==> config.mk <==
export PLATFORM = sky130hd
export DESIGN_NAME = hazard_ctrl
export DESIGN_NICKNAME = d
export VERILOG_FILES = /design/src/rtl/pipe_ctrl_pkg.sv /design/src/rtl/fwd_unit.sv /design/src/rtl/hazard_ctrl.sv
export SDC_FILE = /design/constraint.sdc
export NUM_CORES = 1
export LEC_CHECK = 0
export CORE_UTILIZATION = 25
export DETAILED_ROUTE_END_ITERATION = 7
export HOLD_SLACK_MARGIN = 0.06
export PLACE_DENSITY = 0.76
export SYNTH_ARGS = -nofsm -noshare
export SYNTH_HDL_FRONTEND = slang
export SYNTH_SLANG_ARGS = --single-unit
export TNS_END_PERCENT = 20
==> constraint.sdc <==
create_clock -name clk -period 1.4 [get_ports clk]
set_input_delay 0.14 -clock clk [delete_from_list [all_inputs] [get_ports clk]]
set_output_delay 0.14 -clock clk [all_outputs]
set_load 0.02 [all_outputs]
==> src/rtl/pipe_ctrl_pkg.sv <==
// Shared types for the pipeline hazard controller: forwarding selects and
// fetch-sequencing FSM states.
package pipe_ctrl_pkg;

  typedef enum logic [1:0] {
    FWD_RF  = 2'b00,
    FWD_WB  = 2'b01,
    FWD_MEM = 2'b10
  } fwd_sel_e;

  // F_KILL: the fetch still in flight belongs to a squashed path.
  typedef enum logic {
    F_RUN  = 1'b0,
    F_KILL = 1'b1
  } fetch_state_e;

endpackage

==> src/rtl/fwd_unit.sv <==
// EX-stage operand forwarding select for one source operand.
// The MEM-stage producer is younger than WB, so it wins when both match.
module fwd_unit
  import pipe_ctrl_pkg::*;
#(
  parameter int RW = 5
) (
  input  logic [RW-1:0] rs,
  input  logic [RW-1:0] rd_m,
  input  logic [RW-1:0] rd_w,
  input  logic          reg_write_m,
  input  logic          reg_write_w,
  output fwd_sel_e      sel
);

  always_comb begin
    sel = FWD_RF;
    if (reg_write_m && (rd_m != '0) && (rd_m == rs)) begin
      sel = FWD_MEM;
    end else if (reg_write_w && (rd_w != '0) && (rd_w == rs)) begin
      sel = FWD_WB;
    end
  end

endmodule

==> src/rtl/hazard_ctrl.sv <==
// Pipeline hazard / sequencing controller for the five-stage RV32 core.
// Optional perf counters are built only when PIPE_CTRL_PERF_EN is defined.
module hazard_ctrl
  import pipe_ctrl_pkg::*;
#(
  parameter int RW     = 5,
  parameter int PERF_W = 32
) (
  input  logic              clk,
  input  logic              rst,
  input  logic [RW-1:0]     Rs1D,
  input  logic [RW-1:0]     Rs2D,
  input  logic [RW-1:0]     Rs1E,
  input  logic [RW-1:0]     Rs2E,
  input  logic [RW-1:0]     RdE,
  input  logic              LoadE,
  input  logic              PCSrcE,
  input  logic [RW-1:0]     RdM,
  input  logic [RW-1:0]     RdW,
  input  logic              RegWriteM,
  input  logic              RegWriteW,
  input  logic              ImemRdyF,
  input  logic              DmemReqM,
  input  logic              DmemRdyM,
  output logic              StallF,
  output logic              StallD,
  output logic              StallE,
  output logic              StallM,
  output logic              FlushD,
  output logic              FlushE,
  output logic              FlushW,
  output logic [1:0]        ForwardAE,
  output logic [1:0]        ForwardBE,
  output logic [PERF_W-1:0] StallCnt,
  output logic [PERF_W-1:0] FlushCnt
);

  fetch_state_e state;
  fwd_sel_e     fwd_a;
  fwd_sel_e     fwd_b;

  logic data_stall;
  logic redirect;
  logic load_use;
  logic fetch_wait;

  assign data_stall = DmemReqM && !DmemRdyM;
  assign redirect   = PCSrcE && !data_stall && !rst;
  assign load_use   = LoadE && (RdE != '0) && ((RdE == Rs1D) || (RdE == Rs2D));
  assign fetch_wait = (state == F_KILL) || !ImemRdyF;

  fwd_unit #(.RW(RW)) u_fwd_a (
    .rs          (Rs1E),
    .rd_m        (RdM),
    .rd_w        (RdW),
    .reg_write_m (RegWriteM),
    .reg_write_w (RegWriteW),
    .sel         (fwd_a)
  );

  fwd_unit #(.RW(RW)) u_fwd_b (
    .rs          (Rs2E),
    .rd_m        (RdM),
    .rd_w        (RdW),
    .reg_write_m (RegWriteM),
    .reg_write_w (RegWriteW),
    .sel         (fwd_b)
  );

  // Priority: reset, data stall, redirect, load-use, fetch wait.
  always_comb begin
    StallF    = 1'b0;
    StallD    = 1'b0;
    StallE    = 1'b0;
    StallM    = 1'b0;
    FlushD    = 1'b0;
    FlushE    = 1'b0;
    FlushW    = 1'b0;
    ForwardAE = fwd_a;
    ForwardBE = fwd_b;
    if (rst) begin
      FlushD    = 1'b1;
      FlushE    = 1'b1;
      FlushW    = 1'b1;
      ForwardAE = FWD_RF;
      ForwardBE = FWD_RF;
    end else if (data_stall) begin
      StallF = 1'b1;
      StallD = 1'b1;
      StallE = 1'b1;
      StallM = 1'b1;
      FlushW = 1'b1;
    end else if (PCSrcE) begin
      FlushD = 1'b1;
      FlushE = 1'b1;
    end else if (load_use) begin
      StallF = 1'b1;
      StallD = 1'b1;
      FlushE = 1'b1;
    end else if (fetch_wait) begin
      StallF = 1'b1;
      FlushD = 1'b1;
    end
  end

  // A redirect with the old fetch still outstanding must drop its response.
  always_ff @(posedge clk) begin
    if (rst) begin
      state <= F_RUN;
    end else if (redirect) begin
      state <= ImemRdyF ? F_RUN : F_KILL;
    end else if ((state == F_KILL) && ImemRdyF) begin
      state <= F_RUN;
    end
  end

`ifdef PIPE_CTRL_PERF_EN
  always_ff @(posedge clk) begin
    if (rst) begin
      StallCnt <= '0;
      FlushCnt <= '0;
    end else begin
      if (StallF && (StallCnt != '1)) StallCnt <= StallCnt + 1'b1;
      if (redirect && (FlushCnt != '1)) FlushCnt <= FlushCnt + 1'b1;
    end
  end
`else
  assign StallCnt = '0;
  assign FlushCnt = '0;
`endif

endmodule

==> results.ini <==
[setup_path]
cpLargestDelayFamily=simple AND/OR/NAND/NOR gates
crit_required_ps=1260
cpMaxStageDelayCell=or4_4
path_class=primary input to output port
worst_ep_arrival_time_ps=1410
path_cells=clkbuf_2 -> xor2_1 -> or4_4 -> nor4_4 -> buf_4
r2r_slack_ps=830
cp-start-kind=primary input
critPathBufInv=2
slowest_delay_ps=520
crit_path_max_fanout=3
endpoint_kind=output port

[timing]
setup_violations=7
fmax_mhz=646
period_minus_slack_ps=1550
timing_hold_violations_final=0
final_max_slew_viol_count=0
fin_worst_hold_slack_ps=505
finClkSkew_ps=0
layout_setup_ws_ps=-148
rsz0062_at_grt=true
fin_crit_sh_pct=111

[synth]
synth.distinct_cells=24
synth_top_area_share_pct=48.3
synth_area_sq_mm=0.00101
synth-simple-area-share_pct=16.5
postSynthAreaPerCell_sq_um=7.48
yosysWarnings=0
syn-instance-count=135
synth-seq-area-share_pct=1.98
synthAdderAreaFrac_pct=0
synth_top_family_by_area=buffers and inverters
ys_top_cells_by_area=buf_4 48%, xnor2_1 14%, xor2_1 12%, or4_1 3.7%, nor3_1 2.5%
synthXorXnorAreaFrac_pct=26.0
yosys_register_bits=1
synth_compound_area_share_pct=6.44
synth_top_cell_by_area=buf_4
muxShareOfSynthArea_pct=0

[placed_design]
dpl.hpwl_microns=2220
place_congestion=0.730
dp.cells=254
pre_cts_ws_ps=-1010
portBuffers=54
postPlaceCellArea_sq_mm=0.00153

[route]
routedWlPerCell_microns=10.4
antenna_left=0
wl_microns=2670
vias_per_cell=3.72
drt_pass1_iterations=4
drt_iter0_drc=5
drcViolationCount=0
vias=953

[floorplan]
pin_count=119
die_area_sq_mm=0.00430
rows=22
die_w_microns=65.6
start_util_pct=26.8
coreArea_sq_mm=0.00377
dieHeight_microns=65.6

[finish]
largest_register_ffs=1
regMostFlops=state
final-instance-count-excl-fill=256
drive_gt1_share_pct=43.8
multi_input_area_sq_um=960
seq_area_sq_um=20.0
antenna_cells=0
syn2layout_area_growth_pct=72.7
fillCellCount=378
fin_area_sq_mm=0.00174
largestRegisters=state x1
nets=254

[global_routing]
grt_util_all_layers_pct=10.4
grt_pass1_wl_microns=3570
grt_pass1_vias=891
grt_max_degree=10
antenna_found_initial=0
grt_overflow=0

[run_status]
failed_checks=negative setup slack
status=complete, but fails checks

[power_and_ir_drop]
p_sw_w=0.000340
clockPowerShare_pct=0
netSwitchingFraction_pct=54.8
p_seq_share_pct=5.0
p_leak_nw=0.890
powerDensity_mw_per_mm2=356
ir_drop_mv=0.132
power.internal_w=0.000280
p_comb_share_pct=95.0

[clock_tree]
clock_latency_ps=0
clkTransAtPathRegs_ps=0

[flow_run]
drv_cap=0

[min_path]
hp-class=register to register

## final cells by class
class / instances / area share [%]
multi-input cells: 131 / 55.0
repair buffers: 76 / 40.4
well taps: 48 / 3.44
flip-flops and latches: 1 / 1.15
## synthesized netlist by cell type, drive strengths merged
cell type	n
or4	5
o221ai	1
conb	1
xor2	14
nor2b	1
o21a	1
nor3	5
nand2	2
clkbuf	1
o21ai	3
dfxtp	1
nand2b	3
nor2	2
or2	1
a21oi	3
o22a	1
buf	65
nor4	4
nand3	4
o22ai	1
xnor2	16
## power by group through the flow
stage	logic, W	registers, W	clock network (W)
6_report	0.000589	0.0000309	0
5_1_grt	0.000629	0.0000310	0
4_1_cts	0.000523	0.0000309	0
3_5_place_dp	0.000521	0.0000309	0
3_3_place_gp	0.000513	0.0000308	0
2_1_floorplan	0.000429	0.0000308	0
## kinds of logic (layout without fill, tap and decap cells)
family / Yosys count / after routing
buffers and inverters: 66 / 76
xor gates and xnor gates: 30 / 30
and+or+nand+nor: 27 / 27
AOI/OAI and AO/OA: 10 / 10
other: 1 / 64
DFF: 1 / 1
## per-layer routing
| metal | global-route usage, % | routed length [microns] | share of wire [%] |
|---|---|---|---|
| met5 | 0 | 0 | 0 |
| met4 | 0 | 0 | 0 |
| met3 | 2.60 | 352 | 13 |
| met2 | 24.9 | 1590 | 59 |
| met1 | 8.12 | 729 | 27 |
## cells in the final DEF, fill, tap and decap left out, types with 2 or more instances in the layout
cell,netlist,layout
buf_2,0,2
buf_6,0,19
nand3_2,0,2
xor2_2,0,2
xor2_1,14,12
clkbuf_2,0,9
clkdlybuf4s50_1,0,7
clkdlybuf4s15_1,0,2
or4_4,0,5
conb_1,1,64
a21oi_1,3,2
buf_4,65,23
o21ai_2,1,2
nor4_4,0,3
dlymetal6s2s_1,0,8
xnor2_1,16,10
buf_8,0,2
nand2b_1,3,2
xnor2_2,0,6
nor3_4,0,3
clkdlybuf4s15_2,0,3
nand3_1,4,2
## stage by stage
stage          total power (W)  utilization (%)  setup TNS, ps
3_5_place_dp          0.000552             40.6          -8370
5_1_grt               0.000660             46.3          -1030
6_report              0.000620             46.3           -633
3_3_place_gp          0.000544             40.6          -8070
4_1_cts               0.000554             41.8          -1800
2_1_floorplan         0.000459                -          -30.9
## worst register-to-register path: stages (launching register included)
cell and delay (ps):
dfxtp_1 280, a21oi_1 110, nor3_1 60
## worst paths after layout
path,from,depth (start not counted),end
setup / recovery,RdW[4],5,ForwardAE[0]
setup reg to reg,state,2,state
hold reg to reg,state,2,state
hold / removal,state,2,state
## timing repair
action	4_1_cts	5_1_grt
cloned	0	0
resized for setup	108	110
endpoints found under the setup margin	11	11
pin swaps	15	26
hold buffers	0	0
setup buffers	2	0
No activity file was read; power rests on OpenSTA's default activity.
